--- config.mk ---
export PLATFORM = sky130hd
export DESIGN_NAME = log_mul_seq
export DESIGN_NICKNAME = d
export VERILOG_FILES = /design/src/rtl/log_mul_seq.sv
export SDC_FILE = /design/constraint.sdc
export NUM_CORES = 1
export LEC_CHECK = 0
export ABC_AREA = 0
export CORE_ASPECT_RATIO = 0.5
export CORE_MARGIN = 2
export CORE_UTILIZATION = 35
export DETAILED_ROUTE_END_ITERATION = 8
export SYNTH_ARGS = -nofsm -noshare
export SYNTH_HDL_FRONTEND = slang
export SYNTH_SLANG_ARGS = --single-unit
--- constraint.sdc ---
create_clock -name clk -period 4.8 [get_ports clk]
set_input_delay 0.96 -clock clk [delete_from_list [all_inputs] [get_ports clk]]
set_output_delay 0.96 -clock clk [all_outputs]
set_load 0.01 [all_outputs]
--- src/rtl/log_mul_seq.sv ---
// Iterative Mitchell logarithmic multiplier. One leading-one detector is
// time-shared between the two operands; an operation takes one accept cycle,
// two detect cycles, one antilog cycle and a DONE cycle that holds the result
// until the consumer takes it.

// Leading-one position detector: index of the most significant set bit.
// The output for an all-zero input carries no meaning.
module lopd #(
  parameter int WIDTH_I = 16,
  parameter int WIDTH_L = $clog2(WIDTH_I)
) (
  input  logic [WIDTH_I-1:0] x,
  output logic [WIDTH_L-1:0] k
);

  // Priority scan from the LSB so that the highest set bit wins.
  always_comb begin
    k = '0;
    for (int i = 0; i < WIDTH_I; i++) begin
      if (x[i]) k = WIDTH_L'(i);
    end
  end

endmodule

module log_mul_seq #(
  parameter int WIDTH_I = 16,
  parameter int WIDTH_L = $clog2(WIDTH_I)
) (
  input  logic                   clk,
  input  logic                   rst,
  input  logic                   in_valid,
  output logic                   in_ready,
  input  logic [WIDTH_I-1:0]     a,
  input  logic [WIDTH_I-1:0]     b,
  output logic                   out_valid,
  input  logic                   out_ready,
  output logic [2*WIDTH_I-1:0]   p,
  output logic                   busy
);

  // Fraction width of the log mantissa is tied to the operand width.
  localparam int F  = WIDTH_I - 1;
  // Working width for the antilog shift so that no intermediate bit is lost.
  localparam int PW = 2*WIDTH_I + F;

  typedef enum logic [2:0] {
    IDLE,
    LOPD_A,
    LOPD_B,
    CALC,
    DONE
  } state_t;

  state_t state, state_d;

  logic [WIDTH_I-1:0] opa, opb;
  logic [WIDTH_L-1:0] ka, kb;
  logic [F-1:0]       fa, fb;
  logic               zf;

  logic [WIDTH_I-1:0] lopd_in;
  logic [WIDTH_L-1:0] lopd_k;

  // Mantissa fraction: the bits below the leading one, left-aligned to F bits.
  function automatic logic [F-1:0] frac_of(input logic [WIDTH_I-1:0] x,
                                           input logic [WIDTH_L-1:0] k);
    logic [WIDTH_L:0]   amt;
    logic [WIDTH_I-1:0] sh;
    amt = (WIDTH_L+1)'(F) - {1'b0, k};
    sh  = x << amt;
    return F'(sh);
  endfunction

  // Log-domain add followed by the antilog shift; truncates toward zero.
  // A fraction sum that carries into bit F bumps the characteristic by one
  // and the carried sum itself becomes the mantissa.
  function automatic logic [2*WIDTH_I-1:0] antilog(
    input logic [WIDTH_L-1:0] ka_i,
    input logic [WIDTH_L-1:0] kb_i,
    input logic [F-1:0]       fa_i,
    input logic [F-1:0]       fb_i,
    input logic               zero_i
  );
    logic [WIDTH_L:0]   k_sum;
    logic [WIDTH_L+1:0] k_sh;
    logic [F:0]         s;
    logic [PW-1:0]      mant;
    logic [PW-1:0]      shifted;
    k_sum = {1'b0, ka_i} + {1'b0, kb_i};
    s     = {1'b0, fa_i} + {1'b0, fb_i};
    if (s[F]) begin
      mant = PW'(s);
      k_sh = {1'b0, k_sum} + (WIDTH_L+2)'(1);
    end else begin
      mant = PW'({1'b1, s[F-1:0]});
      k_sh = {1'b0, k_sum};
    end
    shifted = (mant << k_sh) >> F;
    if (zero_i) shifted = '0;
    return (2*WIDTH_I)'(shifted);
  endfunction

  // The single detector sees B only in its own cycle, A otherwise.
  always_comb begin
    lopd_in = (state == LOPD_B) ? opb : opa;
  end

  lopd #(
    .WIDTH_I (WIDTH_I),
    .WIDTH_L (WIDTH_L)
  ) u_lopd (
    .x (lopd_in),
    .k (lopd_k)
  );

  // Control state register.
  always_ff @(posedge clk or posedge rst) begin
    if (rst) state <= IDLE;
    else     state <= state_d;
  end

  // Next-state sequencing and handshake outputs decoded from the state.
  always_comb begin
    state_d   = state;
    in_ready  = 1'b0;
    out_valid = 1'b0;
    busy      = 1'b1;
    case (state)
      IDLE: begin
        in_ready = 1'b1;
        busy     = 1'b0;
        if (in_valid) state_d = LOPD_A;
      end
      LOPD_A: state_d = LOPD_B;
      LOPD_B: state_d = CALC;
      CALC:   state_d = DONE;
      DONE: begin
        out_valid = 1'b1;
        if (out_ready) state_d = IDLE;
      end
      default: state_d = IDLE;
    endcase
  end

  // Operand capture, per-operand log extraction and the final product.
  always_ff @(posedge clk or posedge rst) begin
    if (rst) begin
      opa <= '0;
      opb <= '0;
      zf  <= 1'b0;
      ka  <= '0;
      kb  <= '0;
      fa  <= '0;
      fb  <= '0;
      p   <= '0;
    end else begin
      case (state)
        // accept boundary
        IDLE: begin
          if (in_valid) begin
            opa <= a;
            opb <= b;
            zf  <= (a == '0) | (b == '0);
          end
        end
        // log of A
        LOPD_A: begin
          ka <= lopd_k;
          fa <= frac_of(opa, lopd_k);
        end
        // log of B
        LOPD_B: begin
          kb <= lopd_k;
          fb <= frac_of(opb, lopd_k);
        end
        // antilog; p then holds until the next operation reaches here
        CALC: begin
          p <= antilog(ka, kb, fa, fb, zf);
        end
        default: begin
        end
      endcase
    end
  end

endmodule

# Word-level counts from Yosys, hierarchy flattened
# Index checks and enable logic that the tools add are counted.
# Widths: inputs -> output; s select.
[word_totals] register_bits=106 input_bits=36
[op_classes] addsub=4 n_eq_ne=6 shifts=3 n_mux=26 bitwise=1 n_reduce_logical=5
[op_table] operator="$mux 47" count=1
[op_table] operator="$shl 47x6->47" count=1
[op_table] operator="$logic_not 16->1" count=2
[op_table] operator="$mux 32" count=1
[op_table] operator="$mux 4" count=8
[op_table] operator="$shl 16x5->15" count=2
[op_table] operator="$mux 3" count=6
[op_table] operator="$add 15x15->16" count=1
[op_table] operator="$mux 16" count=1
[op_table] operator="$pmux 3 s5" count=1
[op_table] operator="$mux 6" count=2
[op_table] operator="$add 5x1->6 const B" count=1
[op_table] operator="$eq 3x2->1 const B" count=2
[op_table] operator="$add 4x4->5" count=1
[op_table] operator="$sub 4x4->5 const A" count=1
[op_table] operator="$mux 1" count=4
[op_table] operator="$mux 2" count=2
[op_table] operator="$ne 2x2->1 const B" count=2
[op_table] operator="$reduce_and 2->1" count=2
[op_table] operator="$eq 3x1->1 const B" count=1
[op_table] operator="$eq 3x3->1 const B" count=1
[op_table] operator="$logic_not 3->1" count=1
[op_table] operator="$or 1x1->1" count=1

# Longest topological paths before layout
[depth] ltp_word=19 mapped_depth=14 depth_no_buf=12

# Hierarchy
# Synthesis repeated with hierarchy kept, for this count alone.
[unflattened] cells_unflattened=1015 area_unflattened_um2=8562.0
[by_module_without_submodules] mod="log_mul_seq" n_inst=1 cells_per_inst=990 area_each_um2=8420.6
[by_module_without_submodules] mod="lopd" n_inst=1 cells_per_inst=25 area_each_um2=141.4

# Least setup slack after synthesis
# No wires, ideal clock.
[synth_path] kind="register -> register" start="reg fa[6]" end="reg p[6]" setup_ns=0.134 arrival_time_ns=3.157 required_time_ns=4.666 setup_slack_ns=1.509 path_stages_with_launch=13 path_buffers=2 period_less_slack_ns=3.291 path_cell_list="dfrtp_1 ha_1 buf_6 a2111oi_4 o21ai_2 a311oi_4 a21oi_4 and2_1 xor2_1 buf_4 mux2_2 a222oi_1 o21ai_1"
[synth_between] elab_chain_len=5 word_cells_on_any_way=6
[synth_rtl] element="start, declared" line_no="59" text="logic [F-1:0] fa, fb;"
[synth_rtl] element="start signal, assigned" line_no="170" text="fa <= frac_of(opa, lopd_k);"
[synth_rtl] element="$add 15x15->16 *" line_no="91" text="s = {1'b0, fa_i} + {1'b0, fb_i};"
[synth_rtl] element="$mux 6" line_no="92" text="if (s[F]) begin"
[synth_rtl] element="$mux 6" line_no="158" text="case (state)"
[synth_rtl] element="$shl 47x6->47 *" line_no="99" text="shifted = (mant << k_sh) >> F;"
[synth_rtl] element="$mux 32 *" line_no="100" text="if (zero_i) shifted = '0;"
[synth_rtl] element="end signal, assigned" line_no="179" text="p <= antilog(ka, kb, fa, fb, zf);"
[synth_rtl] element="end, declared" line_no="38" text="output logic [2*WIDTH_I-1:0] p,"
# Mark *: on every way between the ends. The rest lies on a longest branch, timed or not. The select of a mux whose other input is x is not followed.
# A chain may end at the register's enable or synchronous reset.

# Worst setup path after layout
[layout_path] start="reg fa[6]" end="reg p[7]"
# Same word-level chain as after synthesis.

==> metrics <==
status=complete, no violations; Die ar.=22590 um^2; WL/cell=18.75 um; sequential element share of the synthesized area=35.52%; Yosys Warn Count=0; RSZ-0062 raised after global routing=false; Design Area, Final=8755 um^2; Vias=6469; FFs w/ async S/R, synth=100.0%; clock latency on the worst-skew pair=0.36 ns; Max Cap Violations=0; Initial Util=36.00%; count of final hold-check violations=0; DP HPWL=16110 um; CTS tree=built; Diodes inserted=0; All-Layer GR Usage=19.18%; FF/Latch Area=2653 um^2; Routed WL=21040 um; DRT iter0 DRCs=484; number of top-level pins=71; die height=107.3 um; global-route wire length before repair=34090 um; Mapped Cells=786; Setup CP Type=reg2reg; Synth cell types=78; Final Cycle Share=81.45%; Max Transition Viols Final=0; layout cells sized above 1=12.25%; area delta synth->final=17.24%; post-route ant nets=0; Fillers=2063; Tmin final=3.910 ns; Placer Congestion=0.8883; area taken by multi-input logic gates=4584 um^2; largest cells by area after synthesis=dfrtp_1 36%, mux2i_1 9.8%, mux2_2 6.9%, nand2_1 3.7%, nor2_1 3.7%; port bufs=70; Slew headroom=39.91%; max frequency=255.8 MHz; DRC errors left=0; Final Setup Violations=0; core box area=20740 um^2; Hold Startpoint=fa[9]; CTS H-tree depth=3; Clock Skew=0.01338 ns; critical path launch point type=flip-flop; EDFF count, synth=0; vias in the first global route=6079; most common flop cell mapped by yosys=dfrtp_1; first drt pass iteration count=7; pin count of the biggest net entering global routing=63; number of synthesized register bits=106; grt ovf=0; Critical Path End Type=flip-flop; CP startpoint=fa[6]; Worst EP required=5.04 ns; Num CTS Buffers=9; initial antenna violation count=0; CTS Buffer Depth=2; hold_buf cts=0; post_cts resized=0; Least-Margin Pin Slew=0.8949 ns; crit path DAT=4.15 ns; TNS Setup=0 ns; Synthesized Nets=844; vias per cell=5.766; top-area cell type share of the netlist area=35.52%; clk slew on worst S/H paths=0.07 ns; Area after DPL=8443 um^2; post-CTS setup repair buffer count=0; Die Wd=210.6 um; R2R setup slack=0.89 ns; Post-Syn Area=7467 um^2; largest area contributor in the netlist=dfrtp_1; final net count=902; HP Class=reg2reg; reg2reg start=fa[6]; CTS root buf=clkbuf_16; Max Fanout on Critical Path=24; CTS Sinks=106; Avg Inst Size Synth=9.500 um^2; Rows=37
==> layout make-up <==
class / count / area share [%]
Tap cell: 273 / 3.902
Clock inverter: 4 / 0.6288
Clock buffer: 12 / 2.930
Timing Repair Buffer: 85 / 9.290
Inverter: 13 / 0.5860
Multi-Input combinational cell: 629 / 52.37
Sequential cell: 106 / 30.30
==> registers in the layout, indices dropped and copies added, names as in the netlist <==
signal  count
zf          1
fa         15
p          32
opa        16
kb          4
fb         15
opb        16
state       3
ka          4
==> stage by stage <==
step                hold slack (ns)  instances  worst slack, ns  util [%]
floorplan                    0.4526        786            1.051         -
global placement             0.4660       1106            1.037     40.71
detailed placement           0.4720       1106           0.9154     40.71
CTS                          0.4916       1122           0.9063     42.21
global route                 0.5157       1122           0.6090     42.21
finish                       0.4942       1122           0.8905     42.21
==> layer usage <==
layer / part of all wire (%) / global-route usage [%] / routed length [um]
met5: 0 / 0 / 0
met4: 1.4 / 5.080 / 303
met3: 4.7 / 3.296 / 980
met2: 42 / 28.24 / 8919
met1: 51 / 28.83 / 10830
==> worst max-delay path: stages (launching register included) <==
cell       delay, ns
dfrtp_1         0.39
ha_1            0.42
a2111oi_4       0.35
o21ai_2         0.15
a311oi_4        0.37
a21oi_4         0.17
xnor2_4         0.68
mux2i_1         0.40
mux2i_1         0.12
mux2i_1         0.37
a211oi_1        0.14
a211o_1         0.23
==> cell usage after synthesis (7+ instances only) <==
master / count
nand3_1: 18
mux2_2: 46
clkbuf_1: 18
a211oi_1: 8
a22oi_1: 18
a21oi_1: 42
a31oi_1: 9
buf_2: 13
o221ai_1: 7
a221oi_1: 7
dfrtp_1: 106
mux2i_1: 73
a32oi_1: 9
xnor2_1: 13
nor2_1: 73
inv_1: 13
ha_1: 20
o21ai_0: 53
a21o_1: 8
xor2_1: 8
nor2b_1: 7
o21ai_1: 10
nor4_1: 11
a22o_1: 11
nor3_1: 18
nand2_1: 73
==> path summary, 6_finish.rpt <==
check / end / cells after the start
max reg2reg: p[7] / 11
max: p[7] / 11
min in group asynchronous: p[26] / 2
max in group asynchronous: p[29] / 3
min: fa[9] / 2
min reg2reg: fa[9] / 2
==> cell families (layout without fill, tap and decap cells) <==
kind of cell	after synthesis	count (layout)	synth area share (%)
buffers and inverters	51	114	3.184
adders and majority gates	22	22	3.887
and+or+nand+nor	229	229	14.13
DFF	106	106	35.52
muxes	126	126	18.63
xor gates and xnor gates	23	23	3.050
AOI/OAI and AO/OA	229	229	21.60
==> placed cells by master (no fill, tap or decap), types with 4 or more instances in the layout <==
cell / Yosys / layout
a32oi_1: 9 / 9
mux2i_1: 73 / 73
a31oi_1: 9 / 9
buf_4: 4 / 15
a211oi_1: 8 / 8
nor4_1: 11 / 11
nor2b_1: 7 / 7
xnor2_1: 13 / 13
and2_1: 5 / 5
ha_1: 20 / 20
a22oi_1: 18 / 18
inv_1: 13 / 12
a22o_1: 11 / 11
o21bai_1: 5 / 5
clkbuf_16: 0 / 9
xor2_1: 8 / 7
mux2_2: 46 / 46
nor2_1: 73 / 73
nand2_1: 73 / 73
o21ai_1: 10 / 10
nand3_1: 18 / 18
clkdlybuf4s50_1: 0 / 70
o221ai_1: 7 / 7
o31ai_1: 5 / 5
o21ai_0: 53 / 53
dfrtp_1: 106 / 106
a21oi_1: 42 / 42
a221oi_1: 7 / 7
nor3_1: 18 / 18
a21o_1: 8 / 8
o211ai_1: 4 / 4
Power is not shown: default switching activity piles up to over one toggle a cycle in this logic, so the estimate is an artifact.
